===== config.mk =====
export PLATFORM = sky130hd
export DESIGN_NAME = sha256_block_ctrl
export DESIGN_NICKNAME = d
export VERILOG_FILES = /design/src/rtl/sha256_block_ctrl.sv
export SDC_FILE = /design/constraint.sdc
export NUM_CORES = 2
export LEC_CHECK = 0
export ABC_CLOCK_PERIOD_IN_PS = 47400
export CORE_AREA = 2 2 343 345
export CTS_CLUSTER_SIZE = 25
export DETAILED_ROUTE_END_ITERATION = 8
export DIE_AREA = 0 0 345 347
export PLACE_DENSITY_LB_ADDON = 0.25
export SYNTH_ARGS = -nofsm -noshare
export SYNTH_HDL_FRONTEND = slang
export SYNTH_HIERARCHICAL = 1
export SYNTH_SLANG_ARGS = --single-unit

===== constraint.sdc =====
create_clock -name clk -period 47.4 [get_ports clk]
set_input_delay 4.74 -clock clk [delete_from_list [all_inputs] [get_ports clk]]
set_output_delay 4.74 -clock clk [all_outputs]
set_load 0.01 [all_outputs]

===== src/rtl/sha256_block_ctrl.sv =====
// SHA-256 single-block compression controller with its helper sigma functions and K ROM.
// One 512-bit block is hashed per start; the chain value is kept in digest between blocks.

module sha256_S0 (
   input  logic [31:0] x,
   output logic [31:0] y_c
);
   assign y_c = {x[1:0], x[31:2]} ^ {x[12:0], x[31:13]} ^ {x[21:0], x[31:22]};
endmodule

module sha256_S1 (
   input  logic [31:0] x,
   output logic [31:0] y_c
);
   assign y_c = {x[5:0], x[31:6]} ^ {x[10:0], x[31:11]} ^ {x[24:0], x[31:25]};
endmodule

module sha256_s0 (
   input  logic [31:0] x,
   output logic [31:0] y_c
);
   assign y_c = {x[6:0], x[31:7]} ^ {x[17:0], x[31:18]} ^ {3'b000, x[31:3]};
endmodule

module sha256_s1 (
   input  logic [31:0] x,
   output logic [31:0] y_c
);
   assign y_c = {x[16:0], x[31:17]} ^ {x[18:0], x[31:19]} ^ {10'b0, x[31:10]};
endmodule

// Round-constant ROM; k follows addr by one clock.
module sha256_Krom (
   input  logic        clk,
   input  logic [5:0]  addr,
   output logic [31:0] k
);
   localparam logic [31:0] K_TAB [64] = '{
      32'h428a2f98, 32'h71374491, 32'hb5c0fbcf, 32'he9b5dba5,
      32'h3956c25b, 32'h59f111f1, 32'h923f82a4, 32'hab1c5ed5,
      32'hd807aa98, 32'h12835b01, 32'h243185be, 32'h550c7dc3,
      32'h72be5d74, 32'h80deb1fe, 32'h9bdc06a7, 32'hc19bf174,
      32'he49b69c1, 32'hefbe4786, 32'h0fc19dc6, 32'h240ca1cc,
      32'h2de92c6f, 32'h4a7484aa, 32'h5cb0a9dc, 32'h76f988da,
      32'h983e5152, 32'ha831c66d, 32'hb00327c8, 32'hbf597fc7,
      32'hc6e00bf3, 32'hd5a79147, 32'h06ca6351, 32'h14292967,
      32'h27b70a85, 32'h2e1b2138, 32'h4d2c6dfc, 32'h53380d13,
      32'h650a7354, 32'h766a0abb, 32'h81c2c92e, 32'h92722c85,
      32'ha2bfe8a1, 32'ha81a664b, 32'hc24b8b70, 32'hc76c51a3,
      32'hd192e819, 32'hd6990624, 32'hf40e3585, 32'h106aa070,
      32'h19a4c116, 32'h1e376c08, 32'h2748774c, 32'h34b0bcb5,
      32'h391c0cb3, 32'h4ed8aa4a, 32'h5b9cca4f, 32'h682e6ff3,
      32'h748f82ee, 32'h78a5636f, 32'h84c87814, 32'h8cc70208,
      32'h90befffa, 32'ha4506ceb, 32'hbef9a3f7, 32'hc67178f2
   };

   always_ff @(posedge clk) begin
      k <= K_TAB[addr];
   end
endmodule

module sha256_block_ctrl (
   input  logic         clk,
   input  logic         rst,
   input  logic         start,
   input  logic         first,
   input  logic [511:0] block,
   output logic         ready,
   output logic         busy,
   output logic         digest_valid,
   output logic [255:0] digest,
   output logic [5:0]   round
);
   localparam int unsigned WORD_W  = 32;
   localparam int unsigned ROUND_W = 6;

   localparam logic [1:0] S_IDLE   = 2'd0;
   localparam logic [1:0] S_LOAD   = 2'd1;
   localparam logic [1:0] S_ROUND  = 2'd2;
   localparam logic [1:0] S_UPDATE = 2'd3;

   localparam logic [255:0] IV = {
      32'h6a09e667, 32'hbb67ae85, 32'h3c6ef372, 32'ha54ff53a,
      32'h510e527f, 32'h9b05688c, 32'h1f83d9ab, 32'h5be0cd19
   };

   logic [1:0]          state;
   logic [1:0]          state_nxt;
   logic                accept_c;
   logic [ROUND_W-1:0]  rom_addr_c;

   logic [WORD_W-1:0]   a, b, c, d, e, f, g, h;
   logic [WORD_W-1:0]   w [16];
   logic [WORD_W-1:0]   k_rom;
   logic [WORD_W-1:0]   k_first;

   logic [WORD_W-1:0]   big_s0_c, big_s1_c, sml_s0_c, sml_s1_c;
   logic [WORD_W-1:0]   ch_c, maj_c, k_t_c, t1_c, t2_c, w_new_c;
   logic [255:0]        work_c;
   logic [255:0]        digest_sum_c;

   assign accept_c = start && !rst && (state == S_IDLE);

   sha256_S0 u_big_s0 (.x(a),     .y_c(big_s0_c));
   sha256_S1 u_big_s1 (.x(e),     .y_c(big_s1_c));
   sha256_s0 u_sml_s0 (.x(w[1]),  .y_c(sml_s0_c));
   sha256_s1 u_sml_s1 (.x(w[14]), .y_c(sml_s1_c));

   sha256_Krom u_krom (
      .clk  (clk),
      .addr (rom_addr_c),
      .k    (k_rom)
   );

   // State register
   always_ff @(posedge clk) begin
      if (rst) begin
         state <= S_IDLE;
      end else begin
         state <= state_nxt;
      end
   end

   // Next state and ROM look-ahead address
   always_comb begin
      state_nxt  = state;
      rom_addr_c = '0;
      case (state)
         S_IDLE: begin
            if (start) state_nxt = S_LOAD;
         end
         S_LOAD: begin
            rom_addr_c = 6'd1;
            state_nxt  = S_ROUND;
         end
         S_ROUND: begin
            rom_addr_c = round + 6'd1;
            if (round == 6'd63) state_nxt = S_UPDATE;
         end
         S_UPDATE: begin
            state_nxt = S_IDLE;
         end
         default: begin
            state_nxt = S_IDLE;
         end
      endcase
   end

   // ROM runs one address ahead after LOAD, so round 0 uses the word captured in LOAD
   assign k_t_c   = (round == 6'd0) ? k_first : k_rom;
   assign ch_c    = (e & f) ^ (~e & g);
   assign maj_c   = (a & b) ^ (a & c) ^ (b & c);
   assign t1_c    = h + big_s1_c + ch_c + k_t_c + w[0];
   assign t2_c    = big_s0_c + maj_c;
   assign w_new_c = sml_s1_c + w[9] + sml_s0_c + w[0];
   assign work_c  = {a, b, c, d, e, f, g, h};

   always_comb begin
      digest_sum_c = '0;
      for (int i = 0; i < 8; i++) begin
         digest_sum_c[i*32 +: 32] = digest[i*32 +: 32] + work_c[i*32 +: 32];
      end
   end

   // Status, round counter and chain value
   always_ff @(posedge clk) begin
      if (rst) begin
         ready        <= 1'b1;
         busy         <= 1'b0;
         digest_valid <= 1'b0;
         round        <= '0;
         digest       <= IV;
      end else begin
         ready        <= (state_nxt == S_IDLE);
         busy         <= (state_nxt != S_IDLE);
         digest_valid <= (state == S_UPDATE);
         round        <= (state == S_ROUND) ? round + 6'd1 : 6'd0;
         if (accept_c && first) begin
            digest <= IV;
         end else if (state == S_UPDATE) begin
            digest <= digest_sum_c;
         end
      end
   end

   // Message schedule buffer and working variables
   always_ff @(posedge clk) begin
      if (accept_c) begin
         for (int i = 0; i < 16; i++) begin
            w[i] <= block[(15-i)*32 +: 32];
         end
         {a, b, c, d, e, f, g, h} <= first ? IV : digest;
      end else if (state == S_ROUND) begin
         for (int i = 0; i < 15; i++) begin
            w[i] <= w[i+1];
         end
         w[15] <= w_new_c;
         h <= g;
         g <= f;
         f <= e;
         e <= d + t1_c;
         d <= c;
         c <= b;
         b <= a;
         a <= t1_c + t2_c;
      end
      if (state == S_LOAD) begin
         k_first <= k_rom;
      end
   end
endmodule


After elaboration in Yosys (flattened, before gate mapping)

Memories as Yosys holds them, arrays and structs flattened. A register that Yosys moved wholly into a read port is not among the register bits.
Cells that the tools add are included.

Register bits after elaboration: 555
RAM bits: 512
ROM bits: 2,048
Input bits: 516
Output and inout port bits: 265
Word-level logic and storage cells: 129
Memories: 2

Add/subtract/negate cells: 19
Equality and inequality tests: 4
Multiplexer cells: 43
Bitwise gates (word level): 35
Reduce and logical (&&, ||, !) cells: 11

Memory list:

| name             | words | bits a word | read ports | clocked after memory_dff | wr ports | RTL line | RTL |
|---|---|---|---|---|---|---|---|
| (name not given) | 64    | 32          | 1          | 1                        | 0        | 58       | `k <= K_TAB[addr];` |
| w                | 16    | 32          | 16         | 0                        | 16       | 93       | `logic [WORD_W-1:0] w [16];` |

Operators by type and width:

| cell                  | number |
|---|---|
| $mux W32              | 33 |
| $add A32 B32 Y32      | 18 |
| $xor A32 B32 Y32      | 9 |
| $mux W256             | 1 |
| $and A32 B32 Y32      | 5 |
| $not A32 Y32          | 1 |
| $xor A32 B22 Y32      | 1 |
| $xor A32 B29 Y32      | 1 |
| $or A1 B1 Y1          | 16 |
| $pmux W6 S2           | 1 |
| $pmux W2 S4           | 1 |
| $not A6 Y7            | 1 |
| $add A6 B1 Y6 const B | 1 |
| $eq A6 B6 Y1 const B  | 1 |
| $logic_not A6 Y1      | 1 |
| $mux W1               | 5 |
| $eq A2 B2 Y1 const B  | 2 |
| $logic_not A2 Y1      | 2 |
| $mux W2               | 2 |
| $reduce_bool A2 Y1    | 2 |
| $reduce_or A2 Y1      | 2 |
| $logic_and A1 B1 Y1   | 3 |
| $eq A2 B1 Y1 const B  | 1 |
| $logic_not A1 Y1      | 1 |
| $not A1 Y1            | 1 |

Logic depth before layout (Yosys ltp)

Depth after elaboration: 9
Depth in mapped cells: 35
Depth with buffers taken out: 34

Modules after synthesis

The synthesis kept the hierarchy.

Modules (own cells, without submodules):

| module            | instances | cells an instance | area each (um2) | sequential area each (um2) |
|---|---|---|---|---|
| sha256_block_ctrl | 1         | 6,483             | 65,693.0        | 29,368.2 |
| sha256_Krom       | 1         | 568               | 4,078.9         | 640.6 |
| sha256_S0         | 1         | 32                | 772.0           | 0.0 |
| sha256_S1         | 1         | 32                | 764.5           | 0.0 |
| sha256_s0         | 1         | 32                | 730.7           | 0.0 |
| sha256_s1         | 1         | 32                | 610.6           | 0.0 |

Least setup slack after synthesis

No wires, ideal clock.

Path type: input port to flip-flop
Start point: in start
End point: reg a[0], enable pin
Setup time: 1.280 ns
Data arrival time: 23.018 ns
Required time: 46.120 ns
Path slack: 23.102 ns
Stages on the path: 6
Path buffers: 3
Cells stage by stage: nand2_1 > or2_2 > clkbuf_1 > clkbuf_1 > clkbuf_1 > nand2b_1

Longest elaborated chain between the ends: 3

RTL lines:

| element                             | RTL line | RTL |
|---|---|---|
| from (decl)                         | 65       | `input logic start,` |
| $logic_and A1 B1 Y1 (2 in series)   | 102      | `assign accept_c = start && !rst && (state == S_IDLE);` |
| $reduce_bool A2 Y1 (no source line) | -        |  |
| to (signal assigned)                | 192      | `{a, b, c, d, e, f, g, h} <= first ? IV : digest;` |
| to (signal assigned)                | 205      | `a <= t1_c + t2_c;` |
| to (decl)                           | 92       | `logic [WORD_W-1:0] a, b, c, d, e, f, g, h;` |

Every way passes these cells.
A chain may end at the register's enable or synchronous reset.

Worst setup path after layout

Start point: in start
End point: reg e[28], enable pin

Longest elaborated chain between the ends: 3

RTL lines:

| element                             | RTL line | RTL |
|---|---|---|
| $logic_and A1 B1 Y1 (2 in series)   | 102      |  |
| $reduce_bool A2 Y1 (no source line) | -        |  |
| to (signal assigned)                | 192      |  |
| to (signal assigned)                | 201      | `e <= d + t1_c;` |
| to (decl)                           | 92       |  |

Every way passes these cells.

==> qor.txt <==
CTS tree = built
RSZ-0062 raised after global routing = false
Most used routing layer = met2
Non-Filler Instances = 9478
Routed via count = 60930
Initial Util = 62.77%
Final ANT Viol Nets = 0
Worst Max-Slew Pin Slew = 1.175 ns
Post-synthesis sequential area ratio = 41.31%
Util after Layout = 73.92%
Startpoint types = primary input
Pins Over Slew Limit = 0
Mapped Area = 0.07265 mm2
Clock Latency Late Sink = 0.78 ns
Crit path DAT = 9.91 ns
Core footprint = 0.1157 mm2
Nets = 8921
Period minus WS final = 9.546 ns
Row count = 125
Slew HR = 21.65%
Grt ovf = 0
Hold-fix buffers, CTS = 0
Synth cell types = 111
Vias in the first global route = 58380
Most common library cells after synthesis = nand2_1, edfxtp_1, o21ai_0
Number of buffers created by CTS = 117
Final Hold Viols = 0
Max Cap Viol = 0
DRC Markers = 0
Setup TNS = 0 ns
CTS H-Tree Depth = 3
Resized Gates After CTS = 0
Top-count cell post-synth = nand2_1
Tcrit/Tclk final = 20.14%
Clk_skew = 0.06687 ns
YS warnings = 6
Placed Cells = 9220
DIE WIDTH = 345 um
Hold Path Class = reg2reg
GRT Resource Usage Total = 43.47%
Drt initial violations = 8267
Synth area leader = edfxtp_1
Achievable clock frequency = 104.8 MHz
Final wirelength = 267800 um
GPL Wtd Cong = 1.022
Top FF cell, synth = edfxtp_1
Clk sink count = 1099
Synth Instances = 7179
IO Pins = 781
Post-CTS setup buffer count = 0
CTS max path bufs = 3
Clk slew on worst S/H paths = 0.07 ns
Wire per inst = 28.26 um
Die Area = 0.1197 mm2
Synthesis-stage register bit count = 1099
First-pass GRT wire length = 384100 um
Status = complete, no violations
Die height = 347 um
Share of cells above drive strength 1 = 8.654%
Mean Syn Cell Area = 10.12 um2
M1 GR Usage = 53.45%
Met3 Use GR = 10.73%
DRT Pass-1 Iters = 9
Kind of end point of the critical path = flop
Initial antenna violation count = 42
CTS root buf = clkbuf_16
Largest net degree at the start of global routing = 218
Synth top area cells = edfxtp_1, dfxtp_1, ha_1
Syn-to-layout area delta = 17.76%
CP required = 47.77 ns
Buffers on Ports = 780
Vias per cell = 6.428
Post-Syn Nets = 8285
Met2 usage in global routing = 68.40%
Post-synth EDFFs = 800
Post-synth top area share = 33.07%
Setup violations, final = 0
Critical path class = in2reg
DP Wirelength = 199800 um
Max FO, Critical Path = 173
Asr flop ratio synth = 0%
==> layout by cell type (no fill, tap or decap), types with 197 or more instances in the layout <==
master,n
a21o_1,197
a21oi_1,422
clkdlybuf4s50_1,779
dfxtp_1,299
edfxtp_1,800
ha_1,393
inv_1,401
mux2_2,359
nand2_1,1205
nor2_1,349
o21ai_0,520
==> cell families after synthesis <==
family          count (synthesis)  synth area share (%)
fa+ha+maj                     600                 12.31
compound gates               1697                 14.49
buf+inv                       725                 3.989
xor+xnor                      448                 7.819
simple gates                 2129                 12.75
flops                        1099                 41.31
mux                           481                 7.333
==> per-stage QoR <==
stage | setup WS, ns | hold slack, ns | instance area [um2]
2_1_floorplan | 23.10 | 0.4044 | 72650
3_3_place_gp | 37.23 | 0.4148 | 81550
3_5_place_dp | 37.10 | 0.4174 | 81550
4_1_cts | 37.88 | 0.4097 | 85450
5_1_grt | 37.63 | 0.4138 | 85540
6_report | 37.85 | 0.4129 | 85550
==> layout make-up <==
cell class	instances	area, um2
Clock inverter	55	560.5
Fill cell	8091	30180
Inverter	406	1529
Antenna cell	39	97.59
Sequential cell	1099	30010
Clock buffer	164	3339
Tap cell	1524	1907
Timing Repair Buffer	836	8250
Multi-Input combinational cell	5355	39860
==> sequential cells by signal, indices dropped and copies added, names as in the netlist, 2 cells and up <==
| register | count |
|---|---|
| state | 2 |
| d | 32 |
| k_first | 32 |
| b | 32 |
| c | 32 |
| w | 512 |
| g | 32 |
| e | 32 |
| digest | 256 |
| h | 32 |
| round | 6 |
| u_krom/k | 32 |
| f | 32 |
| a | 32 |
==> critical path: stages <==
cell and delay, ns:
clkdlybuf4s50_1 0.56, nand2_1 0.20, or2_4 0.50, nand2b_4 0.73, buf_12 0.64, buf_4 0.82
buf_4 0.74, buf_4 0.77
==> path summary, 6_finish.rpt <==
check / startpoint / to / slack, ns / depth (start not counted)
setup / recovery: start / e[28] / 37.85 / 8
hold / removal: u_krom/k[18] / k_first[18] / 0.41 / 0
setup reg to reg: round[5] / e[30] / 38.73 / 31
hold reg to reg: u_krom/k[18] / k_first[18] / 0.41 / 0
==> routing by layer <==
layer / vias to the layer above / wire length, um
met5: - / 61
met4: 10 / 20540
met3: 883 / 31300
met2: 4084 / 122000
met1: 29070 / 93980
li1: 26880 / -
Power is not shown: default switching activity piles up to over one toggle a cycle in this logic, so the estimate is an artifact.
